$ cat src/rtl/vram_pkg.sv
// Shared definitions for the text VRAM writer/reader pair: bus widths, line origin,
// ASCII control codes and the reader FSM encoding.
package vram_pkg;

    localparam int VRAM_AW = 11;
    localparam int VRAM_DW = 8;

    localparam logic [VRAM_AW-1:0] TEXT_BASE = 11'd120;

    localparam logic [VRAM_DW-1:0] BS  = 8'h08;
    localparam logic [VRAM_DW-1:0] CR  = 8'h0D;
    localparam logic [VRAM_DW-1:0] NUL = 8'h00;

    typedef logic [1:0] rd_state_t;

    localparam rd_state_t ST_IDLE   = 2'd0;
    localparam rd_state_t ST_FETCH  = 2'd1;
    localparam rd_state_t ST_DRAIN  = 2'd2;
    localparam rd_state_t ST_FINISH = 2'd3;

    typedef struct packed {
        logic                last;
        logic [VRAM_DW-1:0]  data;
    } fifo_entry_t;

endpackage

$ cat src/rtl/vram_text_reader_if.sv
// Control, VRAM read port and byte-stream signals of the text line reader.
// master is the reader itself; slave is the surrounding logic and VRAM.
interface vram_text_reader_if;
    import vram_pkg::*;

    logic               start;
    logic [VRAM_AW-1:0] end_addr;
    logic [VRAM_AW-1:0] vaddr;
    logic [VRAM_DW-1:0] vdata;
    logic [VRAM_DW-1:0] out_data;
    logic               out_valid;
    logic               out_ready;
    logic               out_last;
    logic               busy;
    logic               done;
    logic [VRAM_AW-1:0] byte_count;

    modport master (
        input  start, end_addr, vdata, out_ready,
        output vaddr, out_data, out_valid, out_last, busy, done, byte_count
    );

    modport slave (
        output start, end_addr, vdata, out_ready,
        input  vaddr, out_data, out_valid, out_last, busy, done, byte_count
    );

endinterface

$ cat src/rtl/vram_text_reader_byte_skid_fifo.sv
// Small circular buffer of {last, data} entries absorbing VRAM reads while the
// consumer stalls. Caller guarantees no push when full and no pop when empty.
module byte_skid_fifo
    import vram_pkg::*;
#(
    parameter  int DEPTH = 2,
    localparam int PW    = (DEPTH > 1) ? $clog2(DEPTH) : 1,
    localparam int CW    = $clog2(DEPTH + 1)
) (
    input  logic          clk,
    input  logic          rst,
    input  logic          push,
    input  fifo_entry_t   push_entry,
    input  logic          pop,
    output fifo_entry_t   head,
    output logic [CW-1:0] count
);

    fifo_entry_t   mem_r [DEPTH];
    logic [PW-1:0] wr_ptr_r;
    logic [PW-1:0] rd_ptr_r;
    logic [CW-1:0] count_r;

    function automatic logic [PW-1:0] ptr_next(input logic [PW-1:0] p);
        if (p == PW'(DEPTH - 1)) begin
            return {PW{1'b0}};
        end else begin
            return p + PW'(1);
        end
    endfunction

    // Storage, pointers and occupancy; a simultaneous push and pop leaves count unchanged.
    always_ff @(posedge clk) begin
        if (rst) begin
            for (int i = 0; i < DEPTH; i++) begin
                mem_r[i] <= '{last: 1'b0, data: 8'h00};
            end
            wr_ptr_r <= {PW{1'b0}};
            rd_ptr_r <= {PW{1'b0}};
            count_r  <= {CW{1'b0}};
        end else begin
            if (push) begin
                mem_r[wr_ptr_r] <= push_entry;
                wr_ptr_r        <= ptr_next(wr_ptr_r);
            end
            if (pop) begin
                rd_ptr_r <= ptr_next(rd_ptr_r);
            end
            case ({push, pop})
                2'b10:   count_r <= count_r + CW'(1);
                2'b01:   count_r <= count_r - CW'(1);
                default: count_r <= count_r;
            endcase
        end
    end

    assign head  = mem_r[rd_ptr_r];
    assign count = count_r;

endmodule

$ cat src/rtl/vram_text_reader.sv
// Streams the typed text line (BASE_ADDR up to the latched cursor, exclusive) out of
// the text VRAM over a valid/ready byte interface; read-only user of one VRAM port.
module vram_text_reader
    import vram_pkg::*;
#(
    parameter logic [VRAM_AW-1:0] BASE_ADDR = TEXT_BASE,
    parameter int                 RD_LAT    = 1
) (
    input logic                clk,
    input logic                rst,
    vram_text_reader_if.master bus
);

    localparam int FIFO_DEPTH = RD_LAT + 1;
    localparam int CW         = $clog2(FIFO_DEPTH + 1);

    rd_state_t          state_r;
    logic [VRAM_AW-1:0] end_r;
    logic [VRAM_AW-1:0] vaddr_r;
    logic [VRAM_AW-1:0] byte_count_r;
    logic               busy_r;
    logic               done_r;
    logic [CW-1:0]      inflight_r;
    logic [RD_LAT-1:0]  tag_vld_r;
    logic [RD_LAT-1:0]  tag_last_r;

    logic               issue_s;
    logic               last_issue_s;
    logic               push_s;
    logic               pop_s;
    logic               fifo_valid_s;
    logic [CW:0]        occ_s;
    logic [CW-1:0]      fifo_count_s;
    fifo_entry_t        push_entry_s;
    fifo_entry_t        head_s;

    // Credit check: a byte leaving the FIFO this cycle frees its slot for a new issue,
    // which is what sustains one byte per cycle with a depth of only RD_LAT+1.
    always_comb begin
        fifo_valid_s      = (fifo_count_s != {CW{1'b0}});
        pop_s             = fifo_valid_s & bus.out_ready;
        push_s            = tag_vld_r[RD_LAT-1];
        push_entry_s.last = tag_last_r[RD_LAT-1];
        push_entry_s.data = bus.vdata;
        occ_s             = {1'b0, inflight_r} + {1'b0, fifo_count_s} - {{CW{1'b0}}, pop_s};
        issue_s           = (state_r == ST_FETCH) && (occ_s < (CW + 1)'(FIFO_DEPTH));
        last_issue_s      = issue_s && (vaddr_r == end_r - 11'd1);
    end

    byte_skid_fifo #(
        .DEPTH (FIFO_DEPTH)
    ) u_fifo (
        .clk        (clk),
        .rst        (rst),
        .push       (push_s),
        .push_entry (push_entry_s),
        .pop        (pop_s),
        .head       (head_s),
        .count      (fifo_count_s)
    );

    // Read-latency tag pipe and count of reads whose data has not yet reached the FIFO.
    always_ff @(posedge clk) begin
        if (rst) begin
            tag_vld_r  <= {RD_LAT{1'b0}};
            tag_last_r <= {RD_LAT{1'b0}};
            inflight_r <= {CW{1'b0}};
        end else begin
            tag_vld_r  <= (tag_vld_r << 1) | RD_LAT'(issue_s);
            tag_last_r <= (tag_last_r << 1) | RD_LAT'(last_issue_s);
            inflight_r <= inflight_r + CW'(issue_s) - CW'(push_s);
        end
    end

    // Line read sequencer; an empty line goes straight to FINISH without touching VRAM.
    always_ff @(posedge clk) begin
        if (rst) begin
            state_r      <= ST_IDLE;
            end_r        <= BASE_ADDR;
            vaddr_r      <= BASE_ADDR;
            busy_r       <= 1'b0;
            done_r       <= 1'b0;
            byte_count_r <= 11'd0;
        end else begin
            done_r <= 1'b0;
            if (pop_s) begin
                byte_count_r <= byte_count_r + 11'd1;
            end
            case (state_r)
                ST_IDLE: begin
                    if (bus.start) begin
                        end_r        <= bus.end_addr;
                        byte_count_r <= 11'd0;
                        if (bus.end_addr <= BASE_ADDR) begin
                            state_r <= ST_FINISH;
                            done_r  <= 1'b1;
                        end else begin
                            state_r <= ST_FETCH;
                            busy_r  <= 1'b1;
                        end
                    end
                end
                ST_FETCH: begin
                    if (issue_s) begin
                        vaddr_r <= vaddr_r + 11'd1;
                        if (last_issue_s) begin
                            state_r <= ST_DRAIN;
                        end
                    end
                end
                ST_DRAIN: begin
                    if ((inflight_r == {CW{1'b0}}) && !fifo_valid_s) begin
                        state_r <= ST_FINISH;
                        busy_r  <= 1'b0;
                        done_r  <= 1'b1;
                        vaddr_r <= BASE_ADDR;
                    end
                end
                ST_FINISH: begin
                    state_r <= ST_IDLE;
                end
                default: begin
                    state_r <= ST_IDLE;
                    busy_r  <= 1'b0;
                    vaddr_r <= BASE_ADDR;
                end
            endcase
        end
    end

    assign bus.vaddr      = vaddr_r;
    assign bus.out_valid  = fifo_valid_s;
    assign bus.out_data   = head_s.data;
    assign bus.out_last   = fifo_valid_s & head_s.last;
    assign bus.busy       = busy_r;
    assign bus.done       = done_r;
    assign bus.byte_count = byte_count_r;

endmodule
$ cat src/flat_wrapper.sv
// flat-port wrapper written by rule: the top's interface ports become plain ports
module vram_text_reader_flat import vram_pkg::*;
#(
    parameter logic [VRAM_AW-1:0] BASE_ADDR = TEXT_BASE,
    parameter int                 RD_LAT    = 1
)
  (clk, rst, bus_start, bus_end_addr, bus_vdata, bus_out_ready, bus_vaddr, bus_out_data, bus_out_valid, bus_out_last, bus_busy, bus_done, bus_byte_count);
  vram_text_reader_if bus_i ();
  input logic clk;
  input logic rst;
  input wire logic [$bits(bus_i.start)-1:0] bus_start;
  input wire logic [$bits(bus_i.end_addr)-1:0] bus_end_addr;
  input wire logic [$bits(bus_i.vdata)-1:0] bus_vdata;
  input wire logic [$bits(bus_i.out_ready)-1:0] bus_out_ready;
  output wire logic [$bits(bus_i.vaddr)-1:0] bus_vaddr;
  output wire logic [$bits(bus_i.out_data)-1:0] bus_out_data;
  output wire logic [$bits(bus_i.out_valid)-1:0] bus_out_valid;
  output wire logic [$bits(bus_i.out_last)-1:0] bus_out_last;
  output wire logic [$bits(bus_i.busy)-1:0] bus_busy;
  output wire logic [$bits(bus_i.done)-1:0] bus_done;
  output wire logic [$bits(bus_i.byte_count)-1:0] bus_byte_count;
  assign bus_i.start = bus_start;
  assign bus_i.end_addr = bus_end_addr;
  assign bus_i.vdata = bus_vdata;
  assign bus_i.out_ready = bus_out_ready;
  assign bus_vaddr = bus_i.vaddr;
  assign bus_out_data = bus_i.out_data;
  assign bus_out_valid = bus_i.out_valid;
  assign bus_out_last = bus_i.out_last;
  assign bus_busy = bus_i.busy;
  assign bus_done = bus_i.done;
  assign bus_byte_count = bus_i.byte_count;
  vram_text_reader #(.BASE_ADDR(BASE_ADDR), .RD_LAT(RD_LAT)) u_core (.clk(clk), .rst(rst), .bus(bus_i));
endmodule
$ cat config.mk
export PLATFORM = sky130hd
export DESIGN_NAME = vram_text_reader_flat
export DESIGN_NICKNAME = d
export VERILOG_FILES = /design/src/rtl/vram_pkg.sv /design/src/rtl/vram_text_reader_if.sv /design/src/rtl/vram_text_reader_byte_skid_fifo.sv /design/src/rtl/vram_text_reader.sv /design/src/flat_wrapper.sv
export SDC_FILE = /design/constraint.sdc
export NUM_CORES = 1
export LEC_CHECK = 0
export BUFFER_PORTS_ARGS = -buffer_cell sky130_fd_sc_hd__buf_2
export CORE_MARGIN = 1
export CORE_UTILIZATION = 45
export DETAILED_ROUTE_END_ITERATION = 8
export PLACE_DENSITY = 0.66
export SKIP_LAST_GASP = 1
export SYNTH_ARGS = -nofsm -noshare
export SYNTH_HDL_FRONTEND = slang
export SYNTH_SLANG_ARGS = --single-unit
$ cat constraint.sdc
create_clock -name clk -period 4.24 [get_ports clk]
set_input_delay 0.424 -clock clk [delete_from_list [all_inputs] [get_ports clk]]
set_output_delay 0.424 -clock clk [all_outputs]
set_load 0.005 [all_outputs]
==> impl_metrics.toml, run 1 <==
[run_status]
outcome = "complete, no violations"

[min_path]
hold_class = "in2reg"
min_from = "bus_end_addr[3]"
min_path_cells = 3

[finish]
final_net_count = 452
final_layout_size_suffix_gt1_share_pct = 21.09
layout.cells.non_filler = 521
fin_area_sq_um = 3864
syn_to_final_growth_pct = 15.79
fillers = 714
diodes = 0

[grt]
grt_max_degree = 25
grt_pass1_wl_um = 11590
grt_antenna_before_repair = 0
gr-total-overflow = 0
grt_pass1_vias = 2549
globalRouteTotalUtil_pct = 19.87

[critical_path]
crit_path_end_kind = "register"
path_cells = "nor2_1 > inv_1 > and2_1 > ha_1 > nand2b_1 > fa_1 > xor2_1 > a21bo_2 > nand4_1 > nor4_1 > xnor2_1 > nor2_1"
timing.rr.end = "u_core.bus.vaddr[10]"
reg2reg_depth = 12
cp_data_required_time_ns = 4.47
r2r-start = "u_core.u_fifo.count[0]"
critPathArrivalTime_ns = 3.38
ff2ff_setup_slack_ns = 1.09
cp_common_cell = "nor2_1"
cp-startpoint = "u_core.u_fifo.count[0]"
crit_type = "reg2reg"
cp-start-kind = "register"
cp_slowest_stage_delay_ns = 0.41
crit_end = "u_core.bus.vaddr[10]"
worst-path-max-fanout = 8
cp_slowest_cell = "dfxtp_1"

[route]
viasPerCell = 5.184
drt_iter0_drc = 110
dr_wl_met3_um = 361
wl_met1_um = 3108
avgRoutedWirePerCell_um = 13.52
wl_met2_um = 3352
routed_wl_um = 7044
num_vias = 2701
detail_route.first_pass.iterations = 4
top_layer_used = "met4"
drc = 0
ant_nets = 0

[synthesis]
synth-seq-cells = 64
yosys.area_share.simple_pct = 25.05
syn-cell-area_sq_um = 3337
yosys.cell_types.count = 47
synthTopCellsByArea = "dfxtp_1 28%, edfxtp_1 16%, nand2_1 4.8%, xor2_1 4.7%, xnor2_1 4.2%"
yosysTopAreaCellShare_pct = 27.60
async_flop_share_pct = 0
synth-edff-count = 18
yosysMostFrequentCell = "dfxtp_1"
synth_top_area_cell = "dfxtp_1"
syn-mean-instance-area_sq_um = 9.167
synth_top_family_by_area = "simple AND/OR/NAND/NOR gates"
synth_mux_area_share_pct = 4.199
seq_area_frac_synth_pct = 43.79
synthXorXnorAreaFrac_pct = 9.411
synthTopCellsByCount = "46 x dfxtp_1, 43 x nand2_1, 32 x nor2_1"
synth.net_count = 399
synth-main-ff-cell = "dfxtp_1"
synthAdderAreaFrac_pct = 4.724
synth-compound-area-share_pct = 8.999
synthCells = 364
yosysWarnings = 0

[clock_tree]
cts_setup_buffers = 0
path_clk_slew_ns = 0.06
cts_buffers = 9
cts_tree = "done"
cts_resized = 0
cts.path.max_buffers = 2
cts_sinks = 64
clk_latency_ns = 0.35
htree_levels = 3
hold_buffers = 0
cts_root_buf = "clkbuf_8"

[floorplanning]
io_pins = 57
core_sq_um = 7214
start_util_pct = 46.25
rows = 31
die_y_um = 88.11
die_area_sq_um = 7763
chipWidth_um = 88.11

[pwr]
vdd_drop_max_uv = 211.8
seq_power_share_pct = 41.6
total_leakage_power_nw = 1.564
powerDensity_nw_per_um2 = 497.7
fin_total_pwr_mw = 1.923
power.share.combinational_pct = 33.0
swShare_pct = 34.81
p_switching_mw = 0.6693
clkPwrFrac_pct = 25.4
p_int_mw = 1.254

[sta]
clock_skew_ns = 0.01212
grt_setup_unrepaired = "no"
fin_crit_ns = 3.145
setup-tns-final_ns = 0
max_freq_ghz = 0.3179
drv_slew = 0
finalHoldViolations = 0
setup_violations = 0
hold_ws_ns = 0.3127
fin_crit_sh_pct = 74.18
relSlewSlack_pct = 44.31
worst_pin_slew_ns = 0.8289

[place]
numPortBuffers = 56
place_area_sq_um = 3685
place_congestion = 0.8610
dpl.hpwl_um = 5214
placed_cells = 505

[flow_run]
maxCapViolCount = 0
[sequential cells by signal (all words and copies together), names as in the netlist, named ones only]
register,cells
u_core.tag_last_r,1
u_core.end_r,11
u_core.state_r,2
u_core.u_fifo.rd_ptr_r,1
u_core.bus.done,1
u_core.u_fifo.count,2
u_core.bus.vaddr,11
u_core.u_fifo.wr_ptr_r,1
u_core.inflight_r,2
u_core.u_fifo.mem_r,18
u_core.bus.byte_count,11
u_core.push_s,1
u_core.bus.busy,1
[cells by family (layout without fill, tap and decap cells)]
family          after synthesis  in the layout
simple gates                163            163
flops                        64             64
compound gates               45             45
xor+xnor                     35             35
buf+inv                      32             90
mux                          13             13
fa+ha+maj                    12             12
[power groups by stage]
stage,logic [mW],clock network [mW],registers (mW)
floorplan,0.502,0,0.784
global placement,0.624,0,0.811
detailed placement,0.636,0,0.813
CTS,0.640,0.495,0.800
global route,0.718,0.526,0.813
finish,0.634,0.488,0.800
[worst min path at each step]
| stage | to |
|---|---|
| 2_1_floorplan | u_core.end_r[10] |
| 3_3_place_gp | u_core.end_r[10] |
| 3_5_place_dp | u_core.end_r[10] |
| 4_1_cts | u_core.end_r[3] |
| 5_1_grt | u_core.end_r[6] |
| 6_report | u_core.end_r[3] |
[per-layer routing]
metal  global-route usage [%]  up-vias
li1                         -     1359
met1                    22.96     1265
met2                    33.40       61
met3                    4.995       16
met4                    11.58        0
met5                        0        -
[per-stage QoR]
stage               setup slack [ns]  utilization [%]
detailed placement             1.079            51.08
global placement               1.170            51.08
CTS                            1.068            53.56
finish                         1.095            53.56
global route                  0.8082            53.56
floorplan                      1.253                -
[cell type report]
type	count	area, sq um	area share (%)
multi-input combinational	268	1748	45.24
sequential	64	1461	37.82
timing repair buffer	57	287.8	7.448
clock buffer	10	127.6	3.303
tap	99	123.9	3.206
inverter	17	63.81	1.652
clock inverter	6	51.30	1.328
[cell usage in the layout (no fill, tap or decap), drive strengths merged, types with 7 or more instances in the layout]
cell	count
a21oi	16
and2	22
buf	57
clkbuf	10
dfxtp	46
edfxtp	18
ha	11
inv	17
mux2	8
nand2	43
nand3	13
nand4	7
nor2	32
nor3	11
nor4	7
o21ai	10
or3	8
xnor2	17
xor2	18
[worst max-delay path: cells and delay by family, from the launching register on]
kind	cells	cell delay, ns
adder cells (fa/ha/maj)	2	0.66
AO/OA/AOI/OAI	1	0.21
buffers and inverters	1	0.08
flip-flops	1	0.41
XOR/XNOR	2	0.39
AND/OR/NAND/NOR	6	1.28
Power figures use the tool's default switching activity.
==> run 2: changes to the inputs <==
--- a/config.mk
+++ b/config.mk
@@ -5,11 +5,12 @@
 export SDC_FILE = /design/constraint.sdc
 export NUM_CORES = 1
 export LEC_CHECK = 0
+export ABC_AREA = 1
 export BUFFER_PORTS_ARGS = -buffer_cell sky130_fd_sc_hd__buf_2
 export CORE_MARGIN = 1
 export CORE_UTILIZATION = 45
 export DETAILED_ROUTE_END_ITERATION = 8
-export PLACE_DENSITY = 0.66
+export PLACE_DENSITY = 0.69
 export SKIP_LAST_GASP = 1
 export SYNTH_ARGS = -nofsm -noshare
 export SYNTH_HDL_FRONTEND = slang
==> constraint.sdc (replaced) <==
create_clock -name clk -period 2.73 [get_ports clk]
set_input_delay 0.273 -clock clk [delete_from_list [all_inputs] [get_ports clk]]
set_output_delay 0.273 -clock clk [all_outputs]
set_load 0.005 [all_outputs]
==> impl_metrics.toml, run 2 <==
[clock_tree]
hold_buffers = 0
cts_buffers = 9
cts.path.max_buffers = 2
cts_tree = "done"
path_clk_slew_ns = 0.07
htree_levels = 3
clk_latency_ns = 0.34
cts_sinks = 64
cts_root_buf = "clkbuf_8"

[pwr]
fin_total_pwr_mw = 3.210
p_int_mw = 1.990
powerDensity_nw_per_um2 = 803.6
power.share.combinational_pct = 36.2
vdd_drop_max_uv = 541.2
p_switching_mw = 1.219
clkPwrFrac_pct = 25.3
swShare_pct = 37.99
total_leakage_power_nw = 1.901
seq_power_share_pct = 38.5

[place]
placed_cells = 587
dpl.hpwl_um = 5312
place_congestion = 0.8558
numPortBuffers = 56
dp_slack_ns = -0.01234

[critical_path]
cp_common_cell = "nand2_4"
cp_slowest_cell = "fa_2"
cp_data_required_time_ns = 3.01
crit_type = "reg2reg"
worst-path-max-fanout = 8
worst-path-buf-inv = 3
path_cells = "inv_2 > nand2_4 > nand2_4 > inv_4 > ha_4 > or2_4 > fa_2 > nand2_1 > inv_1 > nor2_2 > nand3_2 > o21ai_4 > nand4_4 > nor2_4 > o21ai_1 > a21oi_1"
critPathArrivalTime_ns = 2.90
cp-start-kind = "register"
crit_path_end_kind = "register"
cp_slowest_stage_delay_ns = 0.39
crit_family = "simple AND/OR/NAND/NOR gates"

[route]
ant_nets = 0
num_vias = 2891
drt_iter0_drc = 91
drc = 0
viasPerCell = 4.771
routed_wl_um = 7232
detail_route.first_pass.iterations = 4
avgRoutedWirePerCell_um = 11.93

[sta]
clock_skew_ns = 0.005444
drv_slew = 0
setup-tns-final_ns = 0
finalHoldViolations = 0
worst_pin_slew_ns = 0.5976
fin_crit_sh_pct = 95.85
setup_violations = 0
relSlewSlack_pct = 59.86
setup_ws_ns = 0.1133
fin_crit_ns = 2.617
grt_setup_unrepaired = "yes"
max_freq_ghz = 0.3822

[finish]
final_layout_size_suffix_gt1_share_pct = 22.75
syn_to_final_growth_pct = 20.68
fillers = 652
largest_reg_flops = 18
mostFrequentLayoutCells = "104 x nand2_1, 63 x nor2_1, 56 x inv_1, 56 x buf_2, 44 x dfxtp_1"
layout_commonest_cell = "nand2_1"
diodes = 0
top_register = "u_core.u_fifo.mem_r"
final_net_count = 540
fin_util_pct = 57.51
layout.cells.non_filler = 606

[floorplanning]
core_sq_um = 6944
start_util_pct = 47.66
die_y_um = 87.76
chipWidth_um = 87.76
io_pins = 57
die_area_sq_um = 7701
rows = 30

[grt]
grt_pass1_wl_um = 11900
grt_max_degree = 16
globalRouteTotalUtil_pct = 20.17
busiest_layer = "met2"
grt_use_met1_pct = 26.36
gr-total-overflow = 0
grt_antenna_before_repair = 0
grtUsageMet2_pct = 31.99
use_met3_pct = 6.126
grt_pass1_vias = 2621

[synthesis]
syn-mean-instance-area_sq_um = 7.573
syn-cell-area_sq_um = 3309
yosysWarnings = 0
yosys.cell_types.count = 35
synth-edff-count = 18
synth_top_area_cell = "dfxtp_1"
yosysTopAreaCellShare_pct = 27.83
yosysMostFrequentCell = "nand2_1"
synth-seq-cells = 64
synth.net_count = 472
seq_area_frac_synth_pct = 44.16
synthTopCellsByArea = "dfxtp_1 28%, edfxtp_1 16%, nand2_1 12%, nor2_1 7.3%, inv_1 6.6%"
synth-main-ff-cell = "dfxtp_1"
async_flop_share_pct = 0
synthTopCellsByCount = "104 x nand2_1, 64 x nor2_1, 58 x inv_1"
synthCells = 437

[flow_run]
maxCapViolCount = 0

[run_status]
outcome = "complete, no violations"

[min_path]
hold_class = "in2reg"
-- run 2: cell count changes in the layout (fill, tap and decap cells not counted), moves of 9 or more --
cell,delta
inv_1,+39
xnor2_1,-9
xor2_1,-10
nand2_1,+61
nor2_2,+10
nor2_1,+31
and2_1,-22
a21oi_1,+11
o21ai_0,+9
-- run 2: path summary, 6_finish.rpt --
kind | startpoint | end | slack (ns) | cells after the start
hold / removal | bus_end_addr[4] | u_core.end_r[4] | 0.16 | 3
setup / recovery | u_core.u_fifo.count[0] | u_core.bus.vaddr[9] | 0.11 | 16
hold reg to reg | u_core.bus.busy | u_core.bus.busy | 0.48 | 2
setup reg to reg | u_core.u_fifo.count[0] | u_core.bus.vaddr[9] | 0.11 | 16
-- run 2: final cells by class --
| cell class | instances | area, sq um | area share (%) |
|---|---|---|---|
| Sequential cell | 64 | 1464 | 36.65 |
| Clock buffer | 9 | 123.9 | 3.102 |
| Timing Repair Buffer | 64 | 340.3 | 8.521 |
| Tap cell | 96 | 120.1 | 3.008 |
| Inverter | 61 | 231.5 | 5.796 |
| Multi-Input combinational cell | 305 | 1642 | 41.10 |
| Clock inverter | 7 | 72.57 | 1.817 |
-- run 2: metal layers --
metal	routed length, um	vias up
met4	106	0
li1	-	1525
met5	0	-
met1	3376	1304
met3	278	12
met2	3471	50
-- run 2: logic make-up after synthesis --
logic type | count (synthesis) | share of synthesized area [%]
simple gates | 220 | 29.49
buf+inv | 68 | 7.713
compound gates | 58 | 9.906
fa+ha+maj | 12 | 4.764
xor+xnor | 15 | 3.970
flops | 64 | 44.16
-- run 2: stage by stage --
step                      cell area (sq um)  hold WS (ns)
after floorplan                        3309        0.3421
after global placement                 3721        0.4385
after detailed placement               3721        0.4621
after CTS                              3934        0.1487
after global routing                   3994        0.1709
final                                  3994        0.1621
-- run 2: repair_timing --
action | CTS | global route
buffers inserted | 1 | 2
pin swaps | 3 | 12
endpoints found under the hold margin | 0 | 0
resized for setup | 5 | 9
cloned | 0 | 0
endpoints found under the setup margin | 2 | 12
-- run 2: power by group through the flow --
| stage | Clock [mW] | Combinational [mW] | Sequential, mW |
|---|---|---|---|
| final | 0.812 | 1.16 | 1.24 |
| after CTS | 0.826 | 1.12 | 1.24 |
| after detailed placement | 0 | 1.09 | 1.26 |
| after floorplan | 0 | 0.816 | 1.22 |
| after global placement | 0 | 1.06 | 1.25 |
| after global routing | 0.869 | 1.33 | 1.26 |
-- run 2: worst register-to-register path, stage by stage (launching register included) --
cell and delay, ns:
dfxtp_2 0.34, inv_2 0.08, nand2_4 0.06, nand2_4 0.08
inv_4 0.04, ha_4 0.20, or2_4 0.23, fa_2 0.39
nand2_1 0.06, inv_1 0.04, nor2_2 0.13, nand3_2 0.14
o21ai_4 0.31, nand4_4 0.16, nor2_4 0.11, o21ai_1 0.07
a21oi_1 0.11
